### src/rtl/uart_rx_sampler_if.sv
// Timing bus between uart_rx_sampler (master) and the receive FSM/deserializer (slave).
interface uart_rx_sampler_if;
    localparam int unsigned EDGE_W = 5;
    localparam int unsigned BIT_W  = 4;

    logic              cnt_en;
    logic              rx_sync;
    logic [EDGE_W-1:0] edge_count;
    logic [BIT_W-1:0]  bit_count;
    logic              sampled_bit;
    logic              sample_valid;
    logic              noise_err;

    modport master (
        input  cnt_en,
        output rx_sync,
        output edge_count,
        output bit_count,
        output sampled_bit,
        output sample_valid,
        output noise_err
    );

    modport slave (
        output cnt_en,
        input  rx_sync,
        input  edge_count,
        input  bit_count,
        input  sampled_bit,
        input  sample_valid,
        input  noise_err
    );
endinterface

### src/rtl/uart_rx_sampler.sv
// UART RX front end: RX_IN synchroniser, oversample edge/bit counters, 3-sample majority vote.
// Optional macro UART_RX_NOISE_FLAG_EN enables the registered noise_err flag.
module uart_rx_sampler #(
    parameter int unsigned SYNC_STAGES = 2
) (
    input  logic              clk,
    input  logic              rst,
    input  logic              RX_IN,
    input  logic [5:0]        Prescale,
    uart_rx_sampler_if.master bus
);
    localparam int unsigned EDGE_W = 5;
    localparam int unsigned BIT_W  = 4;
    localparam logic [BIT_W-1:0] BIT_MAX = '1;

    logic [SYNC_STAGES-1:0] sync_q;
    logic                   rx_sync;
    logic [EDGE_W-1:0]      edge_q;
    logic [BIT_W-1:0]       bit_q;
    logic                   s0_q;
    logic                   s1_q;
    logic                   sampled_q;
    logic                   valid_q;

    logic [EDGE_W-1:0]      last_c;
    logic [EDGE_W-1:0]      half_c;
    logic [EDGE_W-1:0]      half_m1_c;
    logic [EDGE_W-1:0]      half_p1_c;
    logic                   vote_c;
    logic                   take_c;

    // Synchroniser chain; idles high so reset never looks like a start bit
    always_ff @(posedge clk or negedge rst) begin
        if (!rst) begin
            sync_q <= '1;
        end else begin
            sync_q <= {sync_q[SYNC_STAGES-2:0], RX_IN};
        end
    end

    assign rx_sync = sync_q[SYNC_STAGES-1];

    // Unsupported ratios fall back to 8x oversampling
    always_comb begin
        last_c = 5'd7;
        half_c = 5'd4;
        case (Prescale)
            6'd16: begin
                last_c = 5'd15;
                half_c = 5'd8;
            end
            6'd32: begin
                last_c = 5'd31;
                half_c = 5'd16;
            end
            default: begin
                last_c = 5'd7;
                half_c = 5'd4;
            end
        endcase
        half_m1_c = half_c - 5'd1;
        half_p1_c = half_c + 5'd1;
    end

    // Edge/bit counters; dropping cnt_en clears them even on a wrap edge
    always_ff @(posedge clk or negedge rst) begin
        if (!rst) begin
            edge_q <= '0;
            bit_q  <= '0;
        end else if (!bus.cnt_en) begin
            edge_q <= '0;
            bit_q  <= '0;
        end else if (edge_q == last_c) begin
            edge_q <= '0;
            if (bit_q != BIT_MAX) begin
                bit_q <= bit_q + 4'd1;
            end
        end else begin
            edge_q <= edge_q + 5'd1;
        end
    end

    assign take_c = bus.cnt_en && (edge_q == half_p1_c);
    assign vote_c = (s0_q & s1_q) | (s0_q & rx_sync) | (s1_q & rx_sync);

    // Samples either side of the bit centre, then the vote on the third
    always_ff @(posedge clk or negedge rst) begin
        if (!rst) begin
            s0_q      <= 1'b1;
            s1_q      <= 1'b1;
            sampled_q <= 1'b1;
            valid_q   <= 1'b0;
        end else begin
            if (bus.cnt_en && (edge_q == half_m1_c)) begin
                s0_q <= rx_sync;
            end
            if (bus.cnt_en && (edge_q == half_c)) begin
                s1_q <= rx_sync;
            end
            if (take_c) begin
                sampled_q <= vote_c;
            end
            valid_q <= take_c;
        end
    end

`ifdef UART_RX_NOISE_FLAG_EN
    logic noise_q;

    // Flags any disagreement among the three votes, aligned with sample_valid
    always_ff @(posedge clk or negedge rst) begin
        if (!rst) begin
            noise_q <= 1'b0;
        end else begin
            noise_q <= take_c && !((s0_q == s1_q) && (s1_q == rx_sync));
        end
    end

    assign bus.noise_err = noise_q;
`else
    assign bus.noise_err = 1'b0;
`endif

    assign bus.rx_sync      = rx_sync;
    assign bus.edge_count   = edge_q;
    assign bus.bit_count    = bit_q;
    assign bus.sampled_bit  = sampled_q;
    assign bus.sample_valid = valid_q;
endmodule
### src/flat_wrapper.sv
// flat-port wrapper written by rule: the top's interface ports become plain ports
module uart_rx_sampler_flat 
#(
    parameter int unsigned SYNC_STAGES = 2
)
  (clk, rst, RX_IN, Prescale, bus_cnt_en, bus_rx_sync, bus_edge_count, bus_bit_count, bus_sampled_bit, bus_sample_valid, bus_noise_err);
  uart_rx_sampler_if bus_i ();
  input  logic clk;
  input  logic rst;
  input  logic RX_IN;
  input  logic [5:0] Prescale;
  input wire logic [$bits(bus_i.cnt_en)-1:0] bus_cnt_en;
  output wire logic [$bits(bus_i.rx_sync)-1:0] bus_rx_sync;
  output wire logic [$bits(bus_i.edge_count)-1:0] bus_edge_count;
  output wire logic [$bits(bus_i.bit_count)-1:0] bus_bit_count;
  output wire logic [$bits(bus_i.sampled_bit)-1:0] bus_sampled_bit;
  output wire logic [$bits(bus_i.sample_valid)-1:0] bus_sample_valid;
  output wire logic [$bits(bus_i.noise_err)-1:0] bus_noise_err;
  assign bus_i.cnt_en = bus_cnt_en;
  assign bus_rx_sync = bus_i.rx_sync;
  assign bus_edge_count = bus_i.edge_count;
  assign bus_bit_count = bus_i.bit_count;
  assign bus_sampled_bit = bus_i.sampled_bit;
  assign bus_sample_valid = bus_i.sample_valid;
  assign bus_noise_err = bus_i.noise_err;
  uart_rx_sampler #(.SYNC_STAGES(SYNC_STAGES)) u_core (.clk(clk), .rst(rst), .RX_IN(RX_IN), .Prescale(Prescale), .bus(bus_i));
endmodule
### config.mk
export PLATFORM = sky130hd
export DESIGN_NAME = uart_rx_sampler_flat
export DESIGN_NICKNAME = d
export VERILOG_FILES = /design/src/rtl/uart_rx_sampler_if.sv /design/src/rtl/uart_rx_sampler.sv /design/src/flat_wrapper.sv
export SDC_FILE = /design/constraint.sdc
export NUM_CORES = 1
export LEC_CHECK = 0
export BUFFER_PORTS_ARGS = -buffer_cell sky130_fd_sc_hd__buf_2
export CORE_ASPECT_RATIO = 1.1
export CORE_MARGIN = 2
export CORE_UTILIZATION = 40
export DETAILED_ROUTE_END_ITERATION = 8
export SETUP_SLACK_MARGIN = 0.05
export SYNTH_ARGS = -nofsm -noshare
export SYNTH_HDL_FRONTEND = slang
export SYNTH_SLANG_ARGS = --single-unit
### constraint.sdc
create_clock -name clk -period 1.78 [get_ports clk]
set_clock_uncertainty 0.1 [all_clocks]
set_input_delay 0.178 -clock clk [delete_from_list [all_inputs] [get_ports clk]]
set_output_delay 0.178 -clock clk [all_outputs]
set_load 0.01 [all_outputs]
After elaboration in Yosys (flattened, before gate mapping)

Cells that the tools add are included.

Mux-type cells: 7
Add/subtract/negate cells: 4
Bitwise logic cells: 5
Reduce and logical (&&, ||, !) cells: 4
Equal/unequal tests: 9

Operators with widths:

| cell                  | count |
|---|---|
| $eq A5 B5 Y1          | 4 |
| $pmux W5 S2           | 2 |
| $mux W4               | 3 |
| $add A5 B1 Y5 const B | 2 |
| $mux W5               | 2 |
| $eq A6 B5 Y1 const B  | 1 |
| $eq A6 B6 Y1 const B  | 1 |
| $sub A5 B1 Y5 const B | 1 |
| $add A4 B1 Y4 const B | 1 |
| $ne A2 B1 Y1 const B  | 2 |
| $ne A4 B4 Y1 const B  | 1 |
| $and A1 B1 Y1         | 3 |
| $logic_and A1 B1 Y1   | 3 |
| $or A1 B1 Y1          | 2 |
| $reduce_and A2 Y1     | 1 |

Output and inout port bits: 13
Word-level logic and storage cells: 36
Flip-flop bits (word level): 15
Input port bits: 10

Depth between registers and ports, before layout

Gate-level depths: netlist (run 1).

Word-level depth: 5
Gate-level depth with buffers: 5
Gate-level depth less buffers: 5

Worst setup path after synthesis (run 1)

Ideal clock, no wire load.

Path type: reg2reg
From: register u_core.edge_q[3], in the netlist u_core.bus.edge_count[3]
To: register u_core.sampled_q, in the netlist u_core.bus.sampled_bit
Slack: 141 ps
Cell stages (with the launch flop): 6
Arrival: 1,457 ps
Period minus slack after synthesis: 1,639 ps
Path buffers: 1
Library setup time: 82 ps
Required time: 1,598 ps
Path through: dfrtp_1 buf_6 and4bb_1 o2111a_1 o21a_2 mux2_4

Longest elaborated chain between the ends: 2

RTL lines:

| what                    | RTL line               | text |
|---|---|---|
| from (decl)             | uart_rx_sampler.sv:18  | `logic [EDGE_W-1:0] edge_q;` |
| from (signal assigned)  | uart_rx_sampler.sv:79  | `edge_q <= edge_q + 5'd1;` |
| $eq A5 B5 Y1            | uart_rx_sampler.sv:83  | `assign take_c = bus.cnt_en && (edge_q == half_p1_c);` |
| $logic_and A1 B1 Y1     | uart_rx_sampler.sv:83  |  |
| named net u_core.take_c | uart_rx_sampler.sv:30  | `logic take_c;` |
| to (signal assigned)    | uart_rx_sampler.sv:101 | `sampled_q <= vote_c;` |
| to (decl)               | uart_rx_sampler.sv:22  | `logic sampled_q;` |

The timed path passes the listed nets, and every way through them passes these cells.
A chain may end at the register's enable or synchronous reset.

Final worst setup path (run 1)

From: register u_core.edge_q[4], in the netlist u_core.bus.edge_count[4]
To: register u_core.edge_q[3], in the netlist u_core.bus.edge_count[3]

Longest elaborated chain between the ends: 3

RTL lines:

| what         | RTL line              | text |
|---|---|---|
| $eq A5 B5 Y1 | uart_rx_sampler.sv:73 | `end else if (edge_q == last_c) begin` |
| $mux W5      | uart_rx_sampler.sv:73 |  |
| $mux W5      | uart_rx_sampler.sv:70 | `end else if (!bus.cnt_en) begin` |

No other way between the ends.

==> results of run 1 <==
[power groups by stage]
stage               clock, uW  sequential [uW]  combinational, uW
detailed placement          0              411                119
finish                    190              405                121
floorplan                   0              414               64.2
global route              217              408                137
global placement            0              411                116
CTS                       198              404                122
[how the worst max path moves through the flow]
stage | from | endpoint | slack, ns | cells after the start
after CTS | u_core.bus.edge_count[3] | u_core.s1_q | 0.07 | 4
after global placement | u_core.bus.edge_count[4] | u_core.s1_q | 0.13 | 4
after floorplan | u_core.bus.edge_count[3] | u_core.bus.sampled_bit | 0.14 | 5
final | u_core.bus.edge_count[4] | u_core.bus.edge_count[3] | 0.13 | 4
after global routing | u_core.bus.edge_count[3] | u_core.s1_q | 0.05 | 4
after detailed placement | u_core.bus.edge_count[3] | u_core.s1_q | 0.09 | 4
[cell usage in the layout, fill, tap and decap left out, drive strengths merged, types with 3 or more instances in the layout]
master	n
a21oi	3
dfstp	5
clkbuf	4
ha	4
inv	5
nand2	7
mux2	3
dfrtp	10
buf	24
o21ai	3
nor3b	5
mux2i	4
xor2	3
[cell families (layout without fill, tap and decap cells)]
family / count (synthesis) / in the layout
other: 1 / 1
AOI/OAI and AO/OA: 14 / 14
adders and majority gates: 5 / 5
muxes: 7 / 7
DFF: 15 / 15
xor gates and xnor gates: 4 / 4
and+or+nand+nor: 26 / 26
buffers and inverters: 9 / 35
[flip-flops by register name, indices dropped and copies added, names as in the netlist]
register,flops
u_core.s0_q,1
u_core.bus.bit_count,4
u_core.s1_q,1
u_core.bus.sample_valid,1
u_core.bus.sampled_bit,1
u_core.bus.edge_count,5
u_core.sync_q,2
[layout make-up]
class / instances / area share (%)
Clock buffer: 4 / 2.41
Inverter: 5 / 1.72
Multi-Input combinational cell: 57 / 43.9
Sequential cell: 15 / 35.2
Tap cell: 28 / 3.21
Timing Repair Buffer: 26 / 13.5
[layer usage]
layer | wire length (um) | share of wire, %
met1 | 838 | 50
met2 | 735 | 44
met3 | 76 | 4.5
met4 | 37 | 2.2
met5 | 0 | 0
[stage by stage]
stage	hold slack, ns	setup slack [ns]
finish	0.232	0.133
global route	0.241	0.0483
CTS	0.221	0.0680
detailed placement	-0.00212	0.0866
global placement	-0.00155	0.134
floorplan	-0.218	0.141
[synthesized netlist by cell type (all sizes together)]
library cell | n | area, um^2
dfrtp | 10 | 250
nand2 | 7 | 26.3
dfstp | 5 | 131
inv | 5 | 18.8
nor3b | 5 | 37.5
ha | 4 | 50.1
mux2i | 4 | 40.0
a21oi | 3 | 18.8
buf | 3 | 26.3
mux2 | 3 | 37.5
o21ai | 3 | 15.0
xor2 | 3 | 26.3
and2 | 2 | 12.5
and3 | 2 | 12.5
and3b | 2 | 18.8
and4bb | 2 | 25.0
nand3 | 2 | 10.0
nand3b | 2 | 15.0
o211ai | 2 | 15.0
a2111o | 1 | 11.3
a211o | 1 | 8.76
a211oi | 1 | 7.51
a21boi | 1 | 7.51
clkbuf | 1 | 3.75
conb | 1 | 3.75
maj3 | 1 | 10.0
nand2b | 1 | 6.26
nor4 | 1 | 21.3
o2111a | 1 | 11.3
o21a | 1 | 8.76
xnor2 | 1 | 8.76
[timing repair]
| action | 4_1_cts | 5_1_grt |
|---|---|---|
| endpoints found under the hold margin | 16 | 0 |
| gates resized for setup | 0 | 5 |
| endpoints found under the setup margin | 0 | 8 |
| hold buffers | 2 | 0 |
==> results.md, run 1 <==
* Status: finished clean
* Post-Syn Nets at 95
* Cell Chain, Critical Path: and3b_2 > o211ai_1 > nand2_1 > nor3b_1
* # port buffers at 21
* Antenna-violating nets left at 0
* Die Area at around 2600 um^2
* Compound-Gate Fraction of Synth Area at a little under an eighth
* Largest net degree at the start of global routing at 16
* Cell variety after synth at 36
* Syn avg cell area at roughly 11 um^2
* ANT cells at 0
* Met2 GRT Util at ~23%
* Clock root buffer: clkbuf_4
* VDD IR max at 537 uV
* CP delay by family, top: simple AND/OR/NAND/NOR gates
* Gpl congestion at 0.748
* CTS clk-pin slew, worst paths at around 0.08 ns
* Congestion Overflow GR at 0
* Total chip power at about 700 uW
* I/O Pins at 23
* P&R area growth vs syn at 21.6%
* Worst-Skew Late Latency at 0.28 ns
* Hold Vio Cnt, Final at 0
* Number of global-route vias before repair at 630
* Main combinational cell family by area after synthesis: simple AND/OR/NAND/NOR gates
* Clock Path Buffers at 2
* Initial core utilization at between 40% and 50%
* Nets at 122
* CP required at ~1.9 ns
* Crit path largest cell delay at 0.46 ns
* Clock power share at between 20% and 30%
* H-Tree Depth at 1
* Crit-path slowest cell: dfrtp_2
* Fraction of the mapped netlist area in simple logic gates at between 20% and 30%
* Reg-to-reg endpoint: u_core.bus.edge_count[3]
* Final Max Tran Viols at 0
* Critical path fanouts, max at 9
* Net Switching at around 180 uW
* CP startpoint kind: register
* Setup TNS at 0 ns
* Multi-input gate area at between 400 and 500 um^2
* Fin crit share at 92.5%
* Part of the power in combinational logic at between 15 and 20%
* Leakage power at around 0.00052 uW
* Register area share after synthesis at between 40% and 50%
* Core Region at 2060 um^2
* Post-DP Area at 1030 um^2
* Post-CTS setup buffers at 0
* Met3 GRT Util at under 10%
* Synth Register Bits at 15
* DP HPWL at about 1.2 mm
* Synth Area in Adders at 6.70%
* FF-to-FF Start: u_core.bus.edge_count[4]
* Vias at 669
* Post-DR wirelength/cell at roughly 12 um
* Yosys warnings at 0
* Cell Area, Synth at approximately 900 um^2
* Sequential Area at 384 um^2
* Pint at 538 uW
* Final instance area at 1090 um^2
* Initial antenna violation count at 0
* FMAX at 607 MHz
* Global-route wire length before repair at ~2.7 mm
* Crit end category: register
* Cells after Synth at 81
* Mux cell area share after synthesis at between 8 and 9%
* Layout cells sized above 1 at about two fifths
* Pwr Density at 657 nW/um^2
* Placed insts at 129
* R2r setup slk at 0.13 ns
* Wirelength, routed at 1.69 mm
* Met1 Resource Use GR at a little under a fifth
* Data arrival time of the worst path at between 1.5 and 2 ns
* Die X at 49.1 um
* Total GRT Usage at between 10% and 20%
* Fill cells at about 200
* Max Cap Viol at 0
* DRT Pass-1 Iters at 4
* Hold WC Path Type: input pin to async pin
* DR iter-0 viols at 10
* WS Path Type: register to register
* Non-filler instance count after layout at between 100 and 150
* Seq pwr share at 56.5%
* Final setup viols at 0
* Chip height at 53.6 um
* CTS sink cnt at 15
* TritonCTS clock tree: built
* CTS Buf Count at 3
* R2R cell count at 4
* Via density at about 5
* Crit path time final at between 1.5 and 2 ns
* Post-layout util at a little over half
* Buf+Inv Stages, Crit Path at 0
* RSZ-0062 raised after global routing: yes
* DRC at 0
* # rows at 17
* Net Sw Frac at 24.9%
* Busiest grt layer: met2
* Synth Area in XOR/XNOR at between 3 and 4%
Note: power is estimated with default switching activity, not from simulation.
==> run 2: changes to the inputs <==
--- a/config.mk
+++ b/config.mk
@@ -6,10 +6,13 @@
 export NUM_CORES = 1
 export LEC_CHECK = 0
 export BUFFER_PORTS_ARGS = -buffer_cell sky130_fd_sc_hd__buf_2
+export CELL_PAD_IN_SITES_DETAIL_PLACEMENT = 0
+export CELL_PAD_IN_SITES_GLOBAL_PLACEMENT = 2
 export CORE_ASPECT_RATIO = 1.1
 export CORE_MARGIN = 2
-export CORE_UTILIZATION = 40
+export CORE_UTILIZATION = 32
 export DETAILED_ROUTE_END_ITERATION = 8
+export PLACE_DENSITY_LB_ADDON = 0.1
 export SETUP_SLACK_MARGIN = 0.05
 export SYNTH_ARGS = -nofsm -noshare
 export SYNTH_HDL_FRONTEND = slang
==> run 2 against run 1 <==
Compared with the run above: maximum frequency decreased by 1.3%; routed wire length increased by 8.9%; largest power group unchanged; hold slack got worse by 0.12 ns; largest cell class unchanged; clock-buffer cell count unchanged; register-to-register slack got worse by 0.02 ns; cell count increased by 7.4%; flip-flop and latch count unchanged; design area increased by 5.9%; non-clock buffer count increased by 5; highest routed layer unchanged; sequential share of layout area decreased by 2.2 points; die area increased by 23%; global-route usage decreased by 0.27 points.
==> results.md, run 2 (synthesis results as in run 1) <==
* Status: finished clean
* Seq pwr share at between 50 and 60%
* Hold Vio Cnt, Final at 0
* Pint at ~540 uW
* Hold WC Path Type: input pin to register
* Crit path time final at ~1.7 ns
* WS Path Type: register to register
* Pwr Density at 625 nW/um^2
* Final Max Tran Viols at 0
* DRC at 0
* Fin crit share at around 94%
* Clock Path Buffers at 2
* Most frequent cells in the layout: 21 x buf_2, 10 x dfrtp_1, 8 x buf_4, 6 x nand2_1
* # port buffers at 21
* Nets at ~130
* Number of global-route vias before repair at between 700 and 800
* P&R area growth vs syn at 28.8%
* Data arrival time of the worst path at 1.79 ns
* CP startpoint kind: register
* Congestion Overflow GR at 0
* Antenna-violating nets left at 0
* CTS Buf Count at 3
* Largest net degree at the start of global routing at 16
* Max FFs per register at 5
* Via density at between 4 and 5
* I/O Pins at 23
* Met1 Resource Use GR at between 10% and 20%
* Place WS at 0.137 ns
* Commonest non-fill, non-tap cell in the layout: buf_2
* Net Sw Frac at roughly a quarter
* CTS clk-pin slew, worst paths at about 0.09 ns
* Chip height at just under 60 um
* Core Region at about 2700 um^2
* Clock power share at about a quarter
* Leakage power at roughly 0.00055 uW
* Fill cells at just under 300
* TritonCTS clock tree: built
* Busiest grt layer: met2
* # rows at 20
* ANT cells at 0
* DP HPWL at about 1.4 mm
* Layout cells sized above 1 at between 40% and 50%
* RSZ-0062 raised after global routing: no
* Net Switching at 181 uW
* Fin worst setup slack at between 0.1 and 0.15 ns
* Final setup viols at 0
* Total GRT Usage at 13.9%
* H-Tree Depth at 1
* Max Cap Viol at 0
* Wirelength, routed at around 1.8 mm
* Total chip power at about 700 uW
* Met3 GRT Util at 3.03%
* Critical path fanouts, max at 5
* Clock root buffer: clkbuf_4
* DRT Pass-1 Iters at 3
* Part of the power in combinational logic at roughly 17%
* Gpl congestion at ~0.65
* Global-route wire length before repair at 3.19 mm
* Initial core utilization at 32.8%
* Die X at 54.5 um
* Worst-Skew Late Latency at between 0.2 and 0.3 ns
* VDD IR max at about 260 uV
* Vias at a little over 700
* DR iter-0 viols at 7
* Post-DR wirelength/cell at 12.7 um
* Crit end category: register
* FMAX at 599 MHz
* Initial antenna violation count at 0
* Setup TNS at 0 ns
* CTS sink cnt at 15
* Die Area at 3240 um^2
* CP required at 1.90 ns
* Met2 GRT Util at approximately 23%
==> run 2: power by group through the flow <==
stage	Sequential [uW]	Combinational (uW)	Clock, uW
floorplan	414	64.2	0
global placement	414	119	0
detailed placement	414	119	0
CTS	408	123	206
global route	415	139	214
finish	408	122	190
==> run 2: cell type report <==
type	instances	area, um^2	share of cell area, %
sequential	15	382	33.1
timing repair buffer	31	185	16.1
tap	33	41.3	3.58
inverter	5	18.8	1.63
multi-input combinational	57	500	43.4
clock buffer	4	26.3	2.28
==> run 2: critical path, cell delays in order (launching register included) <==
cell,delay [ns]
dfrtp_1,0.43
buf_4,0.15
nand3b_1,0.14
a211oi_1,0.31
o21a_2,0.19
mux2_4,0.29
==> run 2: path summary, 6_finish.rpt <==
check / start / end / slack [ns] / cells after the start
worst max-delay path: u_core.bus.edge_count[4] / u_core.bus.sampled_bit / 0.11 / 5
worst max register to register: u_core.bus.edge_count[4] / u_core.bus.sampled_bit / 0.11 / 5
max in group asynchronous: rst / u_core.sync_q[0] / 1.05 / 2
worst min register to register: u_core.sync_q[0] / u_core.sync_q[1] / 0.27 / 0
worst min-delay path: bus_cnt_en / u_core.bus.bit_count[3] / 0.12 / 3
min in group asynchronous: rst / u_core.bus.sample_valid / 0.23 / 2
==> run 2: repair_timing <==
action,4_1_cts,5_1_grt
gates resized for setup,0,7
buffers inserted,0,2
hold endpoints to repair,16,0
hold buffers,2,0
endpoints found under the setup margin,0,7
==> run 2: per-layer routing <==
| layer | up-vias | part of all wire, % |
|---|---|---|
| met5 | - | 0 |
| met4 | 0 | 1.1 |
| met3 | 2 | 4.2 |
| met2 | 13 | 52 |
| met1 | 348 | 43 |
| li1 | 348 | - |
==> run 2: through the flow <==
step                hold WS (ns)  util, %  instance area (um^2)  cells
floorplan                 -0.218        -                   896     81
global placement          0.0189     38.8                  1060    137
detailed placement        0.0101     38.8                  1060    137
CTS                        0.103     40.5                  1100    143
global route               0.141     42.3                  1150    145
finish                     0.116     42.3                  1150    145
==> run 3: changes to the inputs <==
--- a/config.mk
+++ b/config.mk
@@ -13,6 +13,7 @@
 export CORE_UTILIZATION = 32
 export DETAILED_ROUTE_END_ITERATION = 8
 export PLACE_DENSITY_LB_ADDON = 0.1
+export RECOVER_POWER = 25
 export SETUP_SLACK_MARGIN = 0.05
 export SYNTH_ARGS = -nofsm -noshare
 export SYNTH_HDL_FRONTEND = slang
==> run 3 against run 2 <==
Compared with the run above: first-iteration DRC count is the same; register-to-register slack barely moved; die area did not move; flip-flop and latch count unchanged; global-route usage is the same; critical path depth unchanged; non-clock buffer count did not move; largest power group unchanged.
==> results.md, run 3 (synthesis results as in run 1) <==
* Max Cap Viol at 0
* Status: finished clean
* Post-DR wirelength/cell at 12.7 um
* Net Sw Frac at roughly a quarter
* RSZ-0062 raised after global routing: no
* Vias at between 700 and 800
* Part of the power in combinational logic at 17.0%
* DRC at 0
* Final setup viols at 0
* Most frequent cells in the layout: 20 x buf_2, 10 x dfrtp_1, 8 x buf_4, 6 x nand2_1
* Leakage power at around 0.00054 uW
* Critical path fanouts, max at 5
* Number of global-route vias before repair at between 700 and 800
* Initial core utilization at about a third
* Commonest non-fill, non-tap cell in the layout: buf_2
* Fin crit share at roughly 94%
* Pint at roughly 540 uW
* Slew @ Worst Pin at 0.846 ns
* Hold Vio Cnt, Final at 0
* ANT cells at 0
* Clock root buffer: clkbuf_4
* Crit. Startpoint: u_core.bus.edge_count[4]
* WS Path Type: register to register
* Antenna-violating nets left at 0
* FF-to-FF Start: u_core.bus.edge_count[4]
* Global-route wire length before repair at between 3 and 4 mm
* Layout cells sized above 1 at around 43%
* CP delay by family, top: compound AO/OA/AOI/OAI gates
* Net Switching at approximately 180 uW
* TritonCTS clock tree: built
* H-Tree Depth at 1
* Chip height at just under 60 um
* Data arrival time of the worst path at 1.79 ns
* Via density at roughly 4.9
* Min-delay src: bus_cnt_en
* # port buffers at 21
* Gpl congestion at 0.651
* DRT Pass-1 Iters at 3
* Buf+Inv Stages, Crit Path at 1
* FMAX at approximately 600 MHz
* Pwr Density at ~630 nW/um^2
* Fill cells at just under 300
* Setup TNS at 0 ns
* Crit path time final at about 1.7 ns
* CP startpoint kind: register
* Max FFs per register at 5
* CTS clk-pin slew, worst paths at 0.09 ns
* Total GRT Usage at between 10% and 20%
* Crit path largest cell delay at roughly 0.43 ns
* Crit-path slowest cell: dfrtp_1
* DR iter-0 viols at 7
* Clock power share at 26.4%
* Cell Chain, Critical Path: buf_4 > nand3b_1 > a211oi_1 > o21a_2 > mux2_4
* Worst Hold Margin at ~0.12 ns
* Nets at ~130
* # rows at 20
* Core Region at ~2700 um^2
* Hold WC Path Type: input pin to register
* I/O Pins at 23
* DP HPWL at 1.39 mm
* Die Area at around 3200 um^2
* Die X at around 54 um
* Worst-Skew Late Latency at 0.28 ns
* Initial antenna violation count at 0
* Congestion Overflow GR at 0
* Seq pwr share at a little under three fifths
* Crit end category: register
* CTS sink cnt at 15
* Slew headroom at roughly 44%
* Largest net degree at the start of global routing at 16
* CP required at approximately 1.9 ns
* Final Max Tran Viols at 0
* P&R area growth vs syn at 28.6%
* Wirelength, routed at between 1.5 and 2 mm
* VDD IR max at around 260 uV
* Clock Path Buffers at 2
* CTS Buf Count at 3
-- run 3: cell type report --
type,count,area [um^2],share of cell area [%]
well taps,33,41.3,3.58
clock buffers,4,26.3,2.28
inverters,5,18.8,1.63
multi-input cells,57,500,43.4
repair buffers,31,184,16.0
flip-flops and latches,15,382,33.1
-- run 3: timing repair --
item	CTS	global route
buffers inserted	0	2
endpoints found under the hold margin	16	0
resized for setup	0	7
setup endpoints to repair	0	7
hold buffers	2	0
-- run 3: path summary, 6_finish.rpt --
path,to,slack [ns],depth (start not counted)
worst max-delay path,u_core.bus.sampled_bit,0.11,5
worst min-delay path,u_core.bus.bit_count[3],0.12,3
worst max register to register,u_core.bus.sampled_bit,0.11,5
worst min register to register,u_core.sync_q[1],0.27,0
max in group asynchronous,u_core.bus.edge_count[2],0.64,2
min in group asynchronous,u_core.bus.sample_valid,0.41,2
-- run 3: worst register-to-register path, stage by stage (launching register included) --
cell	delay, ns
dfrtp_1	0.43
buf_4	0.15
nand3b_1	0.14
a211oi_1	0.31
o21a_2	0.19
mux2_4	0.29
-- run 3: per-layer routing --
layer,up-vias,global-route usage [%],wire [um]
met5,-,0,0
met4,0,6.79,20
met3,2,3.03,77
met2,13,23.2,956
met1,348,16.4,780
li1,348,-,-
-- run 3: power by group through the flow --
stage / clock network, uW / logic [uW] / registers, uW
global route: 214 / 138 / 415
floorplan: 0 / 64.2 / 414
global placement: 0 / 119 / 414
detailed placement: 0 / 119 / 414
finish: 190 / 122 / 408
CTS: 206 / 123 / 408
-- run 3: stage by stage --
stage	instances	worst slack (ns)	instance area [um^2]	utilization [%]	power (uW)
floorplan	81	0.141	896	-	478
global placement	137	0.118	1060	38.8	533
detailed placement	137	0.137	1060	38.8	533
CTS	143	0.121	1100	40.5	736
global route	145	0.0524	1150	42.2	767
finish	145	0.111	1150	42.2	721
